==> config.mk <==
export PLATFORM = sky130hd
export DESIGN_NAME = gumnut_alu_seq
export DESIGN_NICKNAME = d
export VERILOG_FILES = /design/src/rtl/gumnut_alu_seq.sv
export SDC_FILE = /design/constraint.sdc
export NUM_CORES = 1
export LEC_CHECK = 0
export CORE_ASPECT_RATIO = 0.5
export CORE_UTILIZATION = 48
export DETAILED_ROUTE_END_ITERATION = 12
export PLACE_DENSITY = 0.81
export SLEW_MARGIN = 10
export SYNTH_ARGS = -nofsm -noshare
export SYNTH_HDL_FRONTEND = slang
export SYNTH_SLANG_ARGS = --single-unit
==> constraint.sdc <==
create_clock -name clk_i -period 2.39 [get_ports clk_i]
set_input_delay 0.5975 -clock clk_i [delete_from_list [all_inputs] [get_ports clk_i]]
set_output_delay 0.5975 -clock clk_i [all_outputs]
set_load 0.05 [all_outputs]
==> src/rtl/gumnut_alu_seq.sv <==
// Byte-serial sequencer for an external 8-bit Gumnut-style ALU: feeds operand bytes LSB first,
// chains carry across bytes and assembles a 1..4 byte result with flags.
module gumnut_alu_seq (
    input  logic        clk_i,
    input  logic        rst_ni,
    input  logic        cmd_valid_i,
    output logic        cmd_ready_o,
    input  logic [3:0]  cmd_op_i,
    input  logic [1:0]  cmd_len_i,
    input  logic [31:0] cmd_a_i,
    input  logic [31:0] cmd_b_i,
    input  logic [2:0]  cmd_cnt_i,
    input  logic        cmd_cin_i,
    output logic        rsp_valid_o,
    input  logic        rsp_ready_i,
    output logic [31:0] rsp_res_o,
    output logic        rsp_z_o,
    output logic        rsp_c_o,
    output logic        rsp_v_o,
    output logic        rsp_n_o,
    output logic        rsp_err_o,
    output logic        busy_o,
    output logic [7:0]  alu_rs_o,
    output logic [7:0]  alu_op2_o,
    output logic [2:0]  alu_count_o,
    output logic        alu_carry_o,
    output logic [3:0]  alu_s_o,
    input  logic [7:0]  alu_res_i,
    input  logic        alu_carry_i,
    input  logic        alu_ovf_i,
    input  logic        alu_nf_i
);

    typedef enum logic [1:0] {StIdle, StRun, StDone} state_e;

    state_e      state_q;
    logic [3:0]  op_q;
    logic [1:0]  len_q;
    logic [31:0] a_q;
    logic [31:0] b_q;
    logic [2:0]  cnt_q;
    logic        cin_q;
    logic [1:0]  idx_q;
    logic [31:0] res_q;
    logic        carry_q;
    logic        zacc_q;
    logic        z_q;
    logic        c_q;
    logic        v_q;
    logic        n_q;
    logic        err_q;

    logic        run;
    logic        is_arith;
    logic [4:0]  bit_base;

    assign run      = (state_q == StRun);
    assign is_arith = ~op_q[3] & ~op_q[2];
    assign bit_base = {idx_q, 3'b000};

    always_ff @(posedge clk_i or negedge rst_ni) begin
        if (!rst_ni) begin
            state_q <= StIdle;
            op_q    <= 4'h0;
            len_q   <= 2'd0;
            a_q     <= 32'h0;
            b_q     <= 32'h0;
            cnt_q   <= 3'd0;
            cin_q   <= 1'b0;
            idx_q   <= 2'd0;
            res_q   <= 32'h0;
            carry_q <= 1'b0;
            zacc_q  <= 1'b0;
            z_q     <= 1'b0;
            c_q     <= 1'b0;
            v_q     <= 1'b0;
            n_q     <= 1'b0;
            err_q   <= 1'b0;
        end else begin
            unique case (state_q)
                StIdle: begin
                    if (cmd_valid_i) begin
                        op_q    <= cmd_op_i;
                        len_q   <= cmd_len_i;
                        a_q     <= cmd_a_i;
                        b_q     <= cmd_b_i;
                        cnt_q   <= cmd_cnt_i;
                        cin_q   <= cmd_cin_i;
                        idx_q   <= 2'd0;
                        res_q   <= 32'h0;
                        carry_q <= 1'b0;
                        zacc_q  <= 1'b1;
                        z_q     <= 1'b0;
                        c_q     <= 1'b0;
                        v_q     <= 1'b0;
                        n_q     <= 1'b0;
                        // Shifts are single-byte only; wider requests fail without touching the ALU
                        if (cmd_op_i[3] && (cmd_len_i != 2'd0)) begin
                            err_q   <= 1'b1;
                            state_q <= StDone;
                        end else begin
                            err_q   <= 1'b0;
                            state_q <= StRun;
                        end
                    end
                end
                StRun: begin
                    res_q[bit_base +: 8] <= alu_res_i;
                    carry_q              <= alu_carry_i;
                    zacc_q               <= zacc_q & (alu_res_i == 8'h00);
                    if (idx_q == len_q) begin
                        z_q     <= zacc_q & (alu_res_i == 8'h00);
                        c_q     <= alu_carry_i;
                        v_q     <= alu_ovf_i;
                        n_q     <= alu_nf_i;
                        state_q <= StDone;
                    end else begin
                        idx_q <= idx_q + 2'd1;
                    end
                end
                StDone: begin
                    if (rsp_ready_i) begin
                        state_q <= StIdle;
                    end
                end
                default: state_q <= StIdle;
            endcase
        end
    end

    always_comb begin
        alu_rs_o    = 8'h00;
        alu_op2_o   = 8'h00;
        alu_count_o = 3'd0;
        alu_carry_o = 1'b0;
        alu_s_o     = op_q;
        if (run) begin
            alu_rs_o    = a_q[bit_base +: 8];
            alu_op2_o   = b_q[bit_base +: 8];
            alu_count_o = cnt_q;
            if (idx_q == 2'd0) begin
                alu_carry_o = cin_q;
            end else if (is_arith) begin
                // Upper bytes use the carry-consuming variant fed by the previous byte's carry
                alu_s_o     = {op_q[3:1], 1'b1};
                alu_carry_o = carry_q;
            end
        end
    end

    // Gated by reset so every output reads 0 while reset is asserted
    assign cmd_ready_o = (state_q == StIdle) & rst_ni;
    assign busy_o      = (state_q != StIdle);
    assign rsp_valid_o = (state_q == StDone);
    assign rsp_res_o   = res_q;
    assign rsp_z_o     = z_q;
    assign rsp_c_o     = c_q;
    assign rsp_v_o     = v_q;
    assign rsp_n_o     = n_q;
    assign rsp_err_o   = err_q;

endmodule

Yosys cells after proc, flatten, opt, wreduce, memory -nomap -nowiden:

Index checks and enable logic that the tools add are counted.

* bits in writable memories: 0
* memories: 0
* output and inout port bits: 64
* logic and storage cells: 79
* bits in latches: 0
* bits in registers: 117
* memory bits (read-only): 0

* multipliers: 0
* shift operators: 4
* order comparisons: 0
* divide/modulo/power cells: 0
* reduce and logical (&&, ||, !) cells: 12
* equal/unequal tests: 7
* multiplexer cells: 33
* bitwise logic cells: 5
* $add $sub $neg: 2

Operator list (number)
* case mux 32 bit (2 select lines): 1
* variable part select 32 x 6 -> 8 bit: 2
* bitwise mux 32 bit: 1
* 2-to-1 mux 32 bit: 1
* variable shift 8 x 7 -> 32 bit, first input constant: 1
* variable part select 8 x 7 -> 32 bit: 1
* 2-to-1 mux 8 bit: 2
* 2-to-1 mux 1 bit: 13
* 2-to-1 mux 2 bit: 6
* case mux 1 bit (2 select lines): 6
* AND reduction 3 bit: 3
* zero test 8 bit: 1
* negation 5 -> 7 bit: 1
* case mux 2 bit (3 select lines): 1
* nonzero test 2 bit: 3
* zero test 2 bit: 2
* inequality test 2 x 1 -> 1 bit, second input constant: 2
* inequality test 2 bit, second input constant: 2
* case mux 2 bit (2 select lines): 1
* AND reduction 2 bit: 2
* AND 1 bit: 3
* 2-to-1 mux 3 bit: 1
* adder 2 x 1 -> 2 bit, second input constant: 1
* == test 2 x 1 -> 1 bit, second input constant: 1
* 4 further kinds: 5

Depth between registers and ports, before layout:

* word-level depth: 5
* depth in mapped cells: 8
* mapped depth without buffers: 5

Least setup slack after synthesis:

No wires, ideal clock.

* path kind: register -> output
* start point: register idx_q[1]
* end point: output alu_carry_o
* path slack: -313 ps
* required time: 1793 ps
* stages on the path, launching flop included: 8
* arrival time: 2106 ps
* path buffers: 2
* cell sequence: dfrtp_1 buf_2 buf_2 inv_1 ha_1 nor4b_1 a21oi_1 nor2_1

* cells in the longest elaborated chain, start to end: 3

Ends and longest elaborated chain
* start, declared: RTL line 43 `logic [1:0] idx_q;`
* start signal, assigned: RTL line 118 `idx_q <= idx_q + 2'd1;`
* zero test 2 bit: RTL line 141 `if (idx_q == 2'd0) begin`
* 2-to-1 mux 1 bit: RTL line 141
* 2-to-1 mux 1 bit: RTL line 137 `if (run) begin`
* end, declared: RTL line 26 `output logic alu_carry_o,`

No other way between the ends.

Worst setup path after layout:

* start point: register idx_q[0]
* end point: output alu_op2_o[3]

* cells in the longest elaborated chain, start to end: 2

Ends and longest elaborated chain
* variable part select 32 x 6 -> 8 bit: RTL line 139 `alu_op2_o = b_q[bit_base +: 8];`
* 2-to-1 mux 8 bit: RTL line 137
* end, declared: RTL line 24 `output logic [7:0] alu_op2_o,`

No other way between the ends.

==> flow_metrics.tcl <==
set metrics [dict create \
    clk_pin_slew_ns 0.05 \
    post-dp-hpwl_mm 8.666 \
    violations "negative setup slack" \
    ir_drop_mv 0.6993 \
    fin_setup_tns_ns -0.6414 \
    crit_end "alu_op2_o[3]" \
    ant_nets 0 \
    routabilityCongestion 0.7776 \
    p_total_w 0.01006 \
    wl_mm 13.45 \
    die_h_um 76.23 \
    switching_power_w 0.003898 \
    reg2reg_depth 7 \
    synth_xor_xnor_area_share 0.006624 \
    die_width_um 150.4 \
    drive_gt1_frac 0.1681 \
    finClkSkew_ns 0.008446 \
    core_mm2 0.01044 \
    max-slew-margin-rel 0.5913 \
    io_buffers 152 \
    finish.utilization 0.7322 \
    grt_pass1_wl_mm 22.03 \
    drtPass1Iterations 5 \
    synth_top_family_by_area "simple AND/OR/NAND/NOR gates" \
    synth_top_area_frac 0.5536 \
    required_ns 1.79 \
    final_max_slew_viol_count 0 \
    synth-compound-area-share 0.07523 \
    fmax_mhz 409.5 \
    die_area_mm2 0.01147 \
    cts_sinks 117 \
    avgRoutedWirePerCell_um 16.44 \
    grt_antenna_before_repair 0 \
    insertion_delay_ns 0.40 \
    cts_hold_buf 0 \
    start_util 0.5065 \
    status "finished, violations left" \
    critPathArrivalTime_ns 1.84 \
    yosys.area_share.simple 0.2276 \
    area_delta_synth_final_pct 44.57 \
    cap_violations 0 \
    tightest_slew_ns 0.6130 \
    synth_cells 514 \
    finalSetupViolCount 17 \
    end_kind "output port" \
    p_leak_nw 3.678 \
    synthMuxAreaShare 0.07405 \
    critPathLaunchType "flip-flop" \
    grt_pass1_vias 4429 \
    startpoint "idx_q[0]$_DFFE_PN0P_" \
    grt_max_degree 118 \
    vias 4245 \
    cts_max_path_buffers 2 \
    period_needed_ns 2.442 \
    syn-num-nets 608 \
    io_pins 153 \
    via_per_inst 5.189 \
    yosys.area_share.adder 0.01183 \
    period_share 1.022 \
    path_max_fanout 6 \
    num_rows 26 \
    r2r-end "rsp_res_o[30]$_DFFE_PN0P_" \
    power_frac_clock 0.235 \
    fin_ws_ns -0.05198 \
    drc_errors 0 \
    cts_made_buffers 17 \
    cts.root.buffer_cell "clkbuf_16" \
    power_frac_comb 0.448 \
    finalNetCount 763 \
    yosys_warnings 0 \
    cts_tree "yes" \
    seq_power_share 0.318 \
    p_sw_frac 0.3877 \
    synth_area_leaders "dfrtp_1, nand2_1, mux4_2, a22o_1, and2_1" \
    hold_path.class "input pin to async pin" \
    r2r-start "idx_q[0]$_DFFE_PN0P_" \
    ys_types 38 \
    synth-seq-area-share 0.5536 \
    crit_type "flip-flop to output port" \
    dp_slack_ns 0.2271 \
    yosysTopAreaCell "dfrtp_1" \
    h-tree-depth 4 \
    synth_area_per_cell_um2 10.29 \
    hold_viol 0 \
    ff2ff_setup_slack_ns 0.52 \
    grt_usage 0.2522 \
    power_density_mw_per_mm2 1315 \
    ys_ff_latch 117 \
    rsz0062_at_grt "yes" \
    syn-cell-area_mm2 0.005289 \
    diodes 0 \
    grt.overflow.total 0 \
    p_int_w 0.006157 \
    drt_iter0_drc 332 \
]
power groups by stage:
stage	clock network (W)	registers, W	logic [W]
finish	0.00236	0.00320	0.00450
global placement	0	0.00315	0.00408
global route	0.00249	0.00328	0.00485
detailed placement	0	0.00319	0.00417
floorplan	0	0.00345	0.00264
CTS	0.00239	0.00318	0.00453
through the flow:
stage                     instance area [µm²]  hold WS (ns)  instances
after floorplan                          5298        0.3019        514
after global placement                   6909        0.4533        785
after detailed placement                 6909        0.4586        785
after CTS                                7654        0.3334        819
after global routing                     7646        0.3640        818
final                                    7646        0.2800        818
kinds of logic after synthesis:
group	Yosys count
muxes	19
xor gates and xnor gates	4
AOI/OAI and AO/OA	49
and+or+nand+nor	282
buffers and inverters	38
adders and majority gates	5
DFF	117
layer usage:
metal | up-vias | share of wire | track usage
met5 | - | 0 | 0
met3 | 16 | 0.058 | 0.05509
met4 | 0 | 0.014 | 0.09899
li1 | 2016 | - | -
met2 | 136 | 0.49 | 0.4166
met1 | 2077 | 0.43 | 0.3245
cells in the mapped netlist:
cell type and count:
o21a_1 1, nand3_2 3, a31oi_1 1, mux4_2 16, or3b_1 1, nor4_1 1
nand4_1 3, buf_4 11, a21o_1 5, nand3_1 6, or2_2 1, ha_1 5
mux2i_1 2, nand2_1 231, and4_1 4, inv_1 5, nor3b_1 1, xor2_1 2
a21oi_1 1, and2_1 19, nor2_1 4, nor4b_1 1, dfrtp_1 117, nor2b_1 2
nand2b_1 2, clkbuf_1 3, o21ai_2 1, o21ai_0 2, buf_2 9, xnor2_1 2
o21ai_1 1, buf_6 10, nor3b_2 1, nor3_1 1, nand4b_1 1, mux2_2 1
o211ai_1 5, a22o_1 32
placed cells by master (no fill, tap or decap), drive strengths merged, types with 2 or more instances in the layout:
cell	instances
and4	4
a21o	5
nand3	9
clkinv	4
mux4	16
mux2i	2
xnor2	2
xor2	2
clkdlybuf4s50	127
nor2	4
nand4	3
a22o	32
dfrtp	117
ha	5
buf	40
nand2	231
o211ai	5
and2	19
nand2b	2
inv	5
o21ai	4
nor2b	2
nor3b	2
clkbuf	24
state kept, by name (all words and copies together) (netlist names):
name and cells:
rsp_n_o 1, rsp_v_o 1, a_q 32, cnt_q 3, zacc_q 1, rsp_c_o 1
state_q 2, op_q 4, rsp_err_o 1, cin_q 1, idx_q 2, b_q 32
carry_q 1, len_q 2, rsp_res_o 32, rsp_z_o 1
how the worst min path moves through the flow:
stage	start	endpoint	slack, ns
after floorplan	rst_ni	a_q[0]$_DFFE_PN0P_	0.30
after global placement	a_q[29]$_DFFE_PN0P_	a_q[29]$_DFFE_PN0P_	0.45
after detailed placement	a_q[20]$_DFFE_PN0P_	a_q[20]$_DFFE_PN0P_	0.46
after CTS	rst_ni	b_q[20]$_DFFE_PN0P_	0.33
after global routing	rst_ni	b_q[12]$_DFFE_PN0P_	0.36
final	rst_ni	a_q[14]$_DFFE_PN0P_	0.28
cell type report:
class	instances	area, µm²
clock buffer	23	498.0
clock inverter	5	50.05
fill	714	2796
inverter	5	18.77
multi-input combinational	359	2173
sequential	117	2929
tap	140	175.2
timing repair buffer	169	1802
critical path: stages, from the launching register on:
cell and delay, ns:
dfrtp_2 0.42, buf_6 0.18, mux4_2 0.52, and2_4 0.18
buf_6 0.14
timing repair:
| action | in CTS | in global routing |
|---|---|---|
| pin swaps | 0 | 1 |
| gates resized for setup | 37 | 9 |
| setup buffers | 4 | 1 |
| hold endpoints to repair | 0 | 0 |
| endpoints found under the setup margin | 20 | 21 |
| cloned | 2 | 1 |
Note: power is estimated with default switching activity, not from simulation.
